`config.mk`:
```
export PLATFORM = sky130hd
export DESIGN_NAME = game_timer
export DESIGN_NICKNAME = d
export VERILOG_FILES = /design/src/rtl/game_timer.sv
export SDC_FILE = /design/constraint.sdc
export NUM_CORES = 1
export LEC_CHECK = 0
export CELL_PAD_IN_SITES_DETAIL_PLACEMENT = 0
export CELL_PAD_IN_SITES_GLOBAL_PLACEMENT = 1
export CORE_UTILIZATION = 33
export CTS_BUF_LIST = sky130_fd_sc_hd__clkbuf_2
export CTS_CLUSTER_DIAMETER = 200
export CTS_CLUSTER_SIZE = 14
export DETAILED_ROUTE_END_ITERATION = 8
export PLACE_DENSITY_LB_ADDON = 0.1
export REMOVE_ABC_BUFFERS = 1
export SLEW_MARGIN = 20
export SYNTH_ARGS = -nofsm -noshare
export SYNTH_HDL_FRONTEND = slang
export SYNTH_SLANG_ARGS = --single-unit
```
`constraint.sdc`:
```
create_clock -name clock -period 3.9 [get_ports clock]
set_clock_uncertainty 0.2 [all_clocks]
set_input_delay 0.78 -clock clock [delete_from_list [all_inputs] [get_ports clock]]
set_output_delay 0.78 -clock clock [all_outputs]
set_load 0.005 [all_outputs]
```
`src/rtl/game_timer.sv`:
```
// Countdown game timer: IDLE -> RUN -> EXPIRED, BCD seconds display, registered outputs.
// Optional 2 Hz low-time blink on warn when GAME_TIMER_WARN_EN is defined.
module game_timer #(
  parameter int unsigned CLK_HZ       = 50_000_000,
  parameter logic [7:0]  GAME_SECONDS = 8'h60,
  parameter logic [7:0]  WARN_SECONDS = 8'h10
) (
  input  logic       clock,
  input  logic       reset,
  input  logic       enable,
  input  logic       reconfig,
  input  logic [7:0] cfg_seconds,
  output logic       timeout,
  output logic       running,
  output logic       sec_tick,
  output logic [3:0] secs_tens,
  output logic [3:0] secs_ones,
  output logic       warn
);

  localparam int unsigned PW = (CLK_HZ > 1) ? $clog2(CLK_HZ) : 1;
  localparam logic [PW-1:0] PRESC_MAX = PW'(CLK_HZ - 1);

  typedef enum logic [1:0] {
    S_IDLE    = 2'd0,
    S_RUN     = 2'd1,
    S_EXPIRED = 2'd2
  } state_e;

  state_e          state_q, state_d;
  logic [7:0]      length_q, length_d;
  logic [3:0]      tens_q, tens_d;
  logic [3:0]      ones_q, ones_d;
  logic [PW-1:0]   presc_q, presc_d;
  logic            timeout_q, timeout_d;
  logic            running_q, running_d;
  logic            tick_q, tick_d;

  function automatic logic [3:0] clamp9(input logic [3:0] d);
    return (d > 4'd9) ? 4'd9 : d;
  endfunction

  always_comb begin
    state_d   = state_q;
    length_d  = length_q;
    tens_d    = tens_q;
    ones_d    = ones_q;
    presc_d   = presc_q;
    timeout_d = 1'b0;
    running_d = 1'b0;
    tick_d    = 1'b0;
    case (state_q)
      S_IDLE: begin
        presc_d = '0;
        tens_d  = length_q[7:4];
        ones_d  = length_q[3:0];
        // reconfig wins; a simultaneous enable is picked up next cycle
        if (reconfig) begin
          length_d = {clamp9(cfg_seconds[7:4]), clamp9(cfg_seconds[3:0])};
        end else if (enable) begin
          state_d   = S_RUN;
          running_d = 1'b1;
        end
      end
      S_RUN: begin
        if (!enable) begin
          state_d = S_IDLE;
          tens_d  = length_q[7:4];
          ones_d  = length_q[3:0];
          presc_d = '0;
        end else if ({tens_q, ones_q} == 8'h00) begin
          state_d   = S_EXPIRED;
          timeout_d = 1'b1;
        end else if (presc_q == PRESC_MAX) begin
          presc_d = '0;
          tick_d  = 1'b1;
          if (ones_q != 4'd0) begin
            ones_d = ones_q - 4'd1;
          end else begin
            ones_d = 4'd9;
            tens_d = tens_q - 4'd1;
          end
          if ({tens_d, ones_d} == 8'h00) begin
            state_d   = S_EXPIRED;
            timeout_d = 1'b1;
          end else begin
            running_d = 1'b1;
          end
        end else begin
          presc_d   = presc_q + 1'b1;
          running_d = 1'b1;
        end
      end
      S_EXPIRED: begin
        if (!enable) begin
          state_d = S_IDLE;
          tens_d  = length_q[7:4];
          ones_d  = length_q[3:0];
          presc_d = '0;
        end else begin
          timeout_d = 1'b1;
        end
      end
      default: begin
        state_d = S_IDLE;
      end
    endcase
  end

  always_ff @(posedge clock or posedge reset) begin
    if (reset) begin
      state_q   <= S_IDLE;
      length_q  <= GAME_SECONDS;
      tens_q    <= GAME_SECONDS[7:4];
      ones_q    <= GAME_SECONDS[3:0];
      presc_q   <= '0;
      timeout_q <= 1'b0;
      running_q <= 1'b0;
      tick_q    <= 1'b0;
    end else begin
      state_q   <= state_d;
      length_q  <= length_d;
      tens_q    <= tens_d;
      ones_q    <= ones_d;
      presc_q   <= presc_d;
      timeout_q <= timeout_d;
      running_q <= running_d;
      tick_q    <= tick_d;
    end
  end

  assign timeout   = timeout_q;
  assign running   = running_q;
  assign sec_tick  = tick_q;
  assign secs_tens = tens_q;
  assign secs_ones = ones_q;

`ifdef GAME_TIMER_WARN_EN
  localparam int unsigned BLINK = (CLK_HZ / 4 > 0) ? CLK_HZ / 4 : 1;
  localparam int unsigned BW    = (BLINK > 1) ? $clog2(BLINK) : 1;
  localparam logic [BW-1:0] BLINK_MAX = BW'(BLINK - 1);

  logic [BW-1:0] blink_q, blink_d;
  logic          warn_q, warn_d;

  // Decided from next-state so warn lines up with the registered digits/state
  always_comb begin
    blink_d = '0;
    warn_d  = 1'b0;
    case (state_d)
      S_EXPIRED: warn_d = 1'b1;
      S_RUN: begin
        if ({tens_d, ones_d} <= WARN_SECONDS) begin
          if (blink_q == BLINK_MAX) begin
            blink_d = '0;
            warn_d  = ~warn_q;
          end else begin
            blink_d = blink_q + 1'b1;
            warn_d  = warn_q;
          end
        end
      end
      default: ;
    endcase
  end

  always_ff @(posedge clock or posedge reset) begin
    if (reset) begin
      blink_q <= '0;
      warn_q  <= 1'b0;
    end else begin
      blink_q <= blink_d;
      warn_q  <= warn_d;
    end
  end

  assign warn = warn_q;
`else
  assign warn = 1'b0;
`endif

endmodule

```
**After elaboration in Yosys (flattened, before gate mapping)**

Cells that the tools add are included.

- $add $sub $neg: 3
- $lt $le $gt $ge: 2
- Eq/ne operators: 10
- Multiplexer cells: 51
- Reduce and logical (&&, ||, !) cells: 9

Operators by type and width:

| cell | count |
|---|---|
| $mux 26 | 4 |
| $mux 4 | 20 |
| $pmux 26 s3 | 1 |
| $add 26x1->26 const B | 1 |
| $eq 26x26->1 const B | 1 |
| $pmux 4 s3 | 2 |
| $logic_not 8->1 | 2 |
| $mux 1 | 14 |
| $mux 2 | 7 |
| $gt 4x4->1 const B | 2 |
| $ne 4x4->1 const B | 2 |
| $sub 4x1->4 const B | 2 |
| $ne 2x2->1 const B | 3 |
| $ne 3x3->1 const B | 2 |
| $pmux 2 s3 | 1 |
| $reduce_and 5->1 | 1 |
| $pmux 1 s2 | 2 |
| $reduce_and 4->1 | 1 |
| $reduce_bool 4->1 | 1 |
| $reduce_and 3->1 | 1 |
| $reduce_bool 3->1 | 1 |
| $eq 2x1->1 const B | 1 |
| $eq 2x2->1 const B | 1 |
| $logic_not 2->1 | 1 |
| $reduce_and 2->1 | 1 |

- Flip-flop bits (word level): 47
- Bits of input ports: 12
- Output and inout bits: 12
- Logic and storage cells: 83

**Longest topological paths before layout**

- Depth in word-level cells: 12
- Mapped depth: 9
- Gate-level depth less buffers: 7

**Worst setup path before layout**

Ideal clock, no wire load.

- Path kind: input to register
- Start point: in enable
- End point: reg presc_q[24]
- Setup time: 77 ps
- Data arrival time: 1975 ps
- Data required time: 3623 ps
- Path slack: 1647 ps
- Cell stages on the path: 7
- Path buffers: 2
- Cells stage by stage: and2_4 -> buf_6 -> nand3_1 -> buf_4 -> nand3_4 -> or4_1 -> a21oi_1

- Word-level cells in the longest chain between the ends: 2
- Elaborated cells on any way between the ends: 5
- Those cells by class: 2 x eq/ne; 2 x mux; 1 x reduce/logical

RTL lines:

| element | line | RTL |
|---|---|---|
| from (decl) | 10 | `input logic enable,` |
| $ne 3x3->1 (no source line) (tied with other cells) | n/a |  |
| $reduce_and 3->1 (no source line) or $pmux 26 s3 (tied branches) | n/a |  |
| to (signal assigned) | 125 | `presc_q <= presc_d;` |
| to (decl) | 34 | `logic [PW-1:0] presc_q, presc_d;` |

Several ways; a longest one is shown, not always the timed one.
A chain may end at the register's enable or synchronous reset.

**Final worst setup path**

- Start point: reg presc_q[0]
- End point: reg presc_q[5]

- Word-level cells in the longest chain between the ends: 5
- Elaborated cells on any way between the ends: 6
- Those cells by class: 1 x add/sub; 1 x eq/ne; 4 x mux

RTL lines:

| element | line | RTL |
|---|---|---|
| $add 26x1->26 or $eq 26x26->1 (tied branches) | 90, 74 |  |
| $mux 26 * | 74 | `end else if (presc_q == PRESC_MAX) begin` |
| $mux 26 * | 71 | `end else if ({tens_q, ones_q} == 8'h00) begin` |
| $mux 26 * | 66 | `if (!enable) begin` |
| $pmux 26 s3 * | 52 | `case (state_q)` |

Mark *: on every way between the ends. The rest lies on a longest branch, timed or not. The select of a mux whose other input is x is not followed.

==> impl_metrics.py <==
metrics = {
    "cells_and_area": {
        "instances_no_fill": 418,
        "drive_above_1_share": 0.108,
        "fin_nets": 333,
        "num_antenna_cells": 0,
        "syn_to_final_growth_pct": 12.2,
    },
    "logic_synthesis": {
        "ys_types": 61,
        "yosys_warnings": 0,
        "syn-cell-area_sq_mm": 0.00273,
        "yosysSeqAreaShare": 0.433,
        "synth-edff-count": 0,
        "synthCells": 296,
        "ys.flop_type": "dfrtp_1",
        "yosys_register_bits": 47,
        "syn-mean-instance-area_sq_um": 9.21,
        "async_reset_ff_frac": 1.00,
    },
    "timing": {
        "worstMarginPinSlew_ps": 978,
        "fin_crit_sh": 0.728,
        "rsz0062_at_grt": "no",
        "tns_ps": 0,
        "hold_viol_final": 0,
        "fin_crit_ps": 2840,
        "slew_headroom": 0.344,
        "finalSetupViolCount": 0,
        "slew_viol_final": 0,
        "max_freq_mhz": 352,
    },
    "clock_tree": {
        "root_buffer": "clkbuf_2",
        "clockBufferDepth": 2,
        "cts_resized": 0,
        "clk_pin_slew_ps": 270,
        "numCtsBuffers": 5,
        "cts_tree": "yes",
        "htree_levels": 2,
        "hold_buffers": 0,
        "post_cts_buffers": 0,
        "clock_latency_ps": 440,
        "clock_sinks": 47,
    },
    "critical_path": {
        "crit_buf_inv": 0,
        "slowest_stage": "o21ai_1",
        "crit_type": "flop to flop",
        "max_stage_delay_ps": 790,
        "cp_top_family": "compound AO/OA/AOI/OAI gates",
        "cp-start-kind": "flop",
        "arrival_ps": 2970,
        "crit_path_end_kind": "flop",
        "crit_fanout": 13,
        "regToRegSetupSlack_ps": 1060,
        "required_ps": 4030,
        "crit_chain": "ha_1, and3_2, nand4_1, o21ai_1, nor2_1, a22o_1",
    },
    "placed_design": {
        "dpl.cell_count": 410,
        "portBuffers": 22,
        "dpl.hpwl_mm": 4.83,
        "routabilityCongestion": 0.767,
    },
    "route": {
        "first_pass_iters": 4,
        "viasPerCell": 5.44,
        "wl_per_cell_microns": 16.4,
        "ant_nets": 0,
        "drc": 0,
        "vias": 2274,
        "initialDrtViolationCount": 152,
        "finalWirelength_mm": 6.84,
    },
    "floorplan": {
        "core-area_sq_mm": 0.00785,
        "dieArea_sq_mm": 0.00863,
        "start_util": 0.348,
        "io_pins": 24,
        "rows": 32,
        "die_w_microns": 92.9,
        "die_height_microns": 92.9,
    },
    "global_route": {
        "grt_use_total": 0.173,
        "antenna_found_initial": 0,
        "grt_pass1_vias": 2238,
        "grt_pass1_wl_mm": 11.6,
        "grt_max_degree": 48,
        "gr-total-overflow": 0,
    },
    "worst_hold_path": {
        "hp-class": "flop to flop",
    },
    "run": {
        "drv_cap": 0,
    },
    "outcome": {
        "status": "finished, final reports clean",
    },
    "pwr": {
        "power.density_mw_per_mm2": 518,
        "irDropWorstVdd_uv": 242,
        "p_leak_nw": 1.27,
    },
}
==> cell usage in the layout (no fill, tap or decap), types with 11 or more instances in the layout <==
cell type	count
nand2_1	31
nor2_1	25
clkdlybuf4s50_1	22
xor2_1	11
nand3_1	11
o21ai_0	22
a21oi_1	16
dfrtp_1	43
nand4_1	15
==> routing by layer <==
layer / up-vias / wire, microns / track usage
li1: 1123 / - / -
met2: 37 / 2950 / 0.251
met4: 0 / 102 / 0.0462
met5: - / 0 / 0
met3: 8 / 158 / 0.0296
met1: 1106 / 3630 / 0.262
==> synth_stat cells, types with 2 or more instances <==
cell / n / area [sq um]
nand2b_1: 4 / 25.0
a22o_1: 5 / 43.8
inv_1: 10 / 37.5
or4_1: 3 / 22.5
and3_1: 9 / 56.3
dfstp_2: 4 / 105
and2_1: 3 / 18.8
or3_1: 3 / 18.8
o31ai_1: 4 / 30.0
nor4_1: 3 / 18.8
nand3_1: 11 / 55.1
nor2_1: 25 / 93.8
a32o_1: 3 / 30.0
and3_2: 2 / 15.0
nor3_1: 4 / 20.0
and4_1: 3 / 26.3
nor4b_1: 3 / 26.3
o21ai_1: 2 / 10.0
a31oi_1: 3 / 18.8
mux2_2: 2 / 22.5
o22ai_1: 3 / 18.8
nand2_1: 31 / 116
buf_2: 3 / 15.0
xor2_1: 11 / 96.3
clkbuf_1: 4 / 15.0
nand4_1: 15 / 93.8
ha_1: 6 / 75.1
a21oi_1: 16 / 80.1
o21ai_0: 22 / 110
dfrtp_1: 43 / 1080
buf_4: 4 / 30.0
buf_6: 2 / 22.5
nor2b_1: 2 / 12.5
==> registers in the layout (all words and copies together) (netlist names) <==
| signal | count |
|---|---|
| sec_tick | 1 |
| secs_tens | 4 |
| secs_ones | 4 |
| length_q | 8 |
| running | 1 |
| timeout | 1 |
| presc_q | 26 |
| state_q | 2 |
==> power by group <==
part,total [W],switching (W),internal [W]
sequential,0.000701,0.000103,0.000598
clock,0.000218,0.000173,0.0000448
combinational,0.000665,0.000380,0.000285
total,0.00158,0.000656,0.000928
==> stage by stage <==
step | utilization | hold WS, ps | total power (W) | area (sq um) | setup WS, ps
finish | 0.390 | 295 | 0.00158 | 3060 | 1060
floorplan | - | 250 | 0.00110 | 2650 | 1100
global placement | 0.384 | 262 | 0.00138 | 3020 | 729
global route | 0.390 | 338 | 0.00172 | 3060 | 834
CTS | 0.390 | 301 | 0.00161 | 3060 | 1010
detailed placement | 0.384 | 271 | 0.00138 | 3020 | 676
==> cells by family (layout without fill, tap and decap cells) <==
group	Yosys count	in the layout	synth area share
AND/OR/NAND/NOR	137	137	0.286
AO/OA/AOI/OAI	68	68	0.161
flip-flops	47	47	0.433
buffers and inverters	23	43	0.0440
XOR/XNOR	11	11	0.0353
adder cells (fa/ha/maj)	6	6	0.0275
multiplexers	3	3	0.0119
other	1	1	0.00137
==> layout make-up <==
| class | count | area (sq um) |
|---|---|---|
| tap | 102 | 128 |
| sequential | 47 | 1180 |
| timing repair buffer | 25 | 243 |
| clock buffer | 5 | 25.0 |
| clock inverter | 3 | 18.8 |
| inverter | 10 | 38.8 |
| fill | 836 | 4790 |
| multi-input combinational | 226 | 1430 |
==> worst register-to-register path: cells and delay by family (launching register included) <==
kind	cells	cell delay, ps
AO/OA/AOI/OAI	2	1090
flip-flops	1	480
adder cells (fa/ha/maj)	1	230
AND/OR/NAND/NOR	3	730
==> final timing paths <==
| path | startpoint | to | depth (start not counted) |
|---|---|---|---|
| setup reg to reg | presc_q[0]$_DFFE_PP0P_ | presc_q[5]$_DFFE_PP0P_ | 6 |
| setup / recovery | presc_q[0]$_DFFE_PP0P_ | presc_q[5]$_DFFE_PP0P_ | 6 |
| min in group asynchronous | reset | state_q[1]$_DFFE_PP0P_ | 2 |
| hold / removal | length_q[5]$_DFFE_PP1P_ | length_q[5]$_DFFE_PP1P_ | 2 |
| hold reg to reg | length_q[5]$_DFFE_PP1P_ | length_q[5]$_DFFE_PP1P_ | 2 |
| max in group asynchronous | reset | presc_q[23]$_DFFE_PP0P_ | 2 |
(Power assumes the default switching activity.)
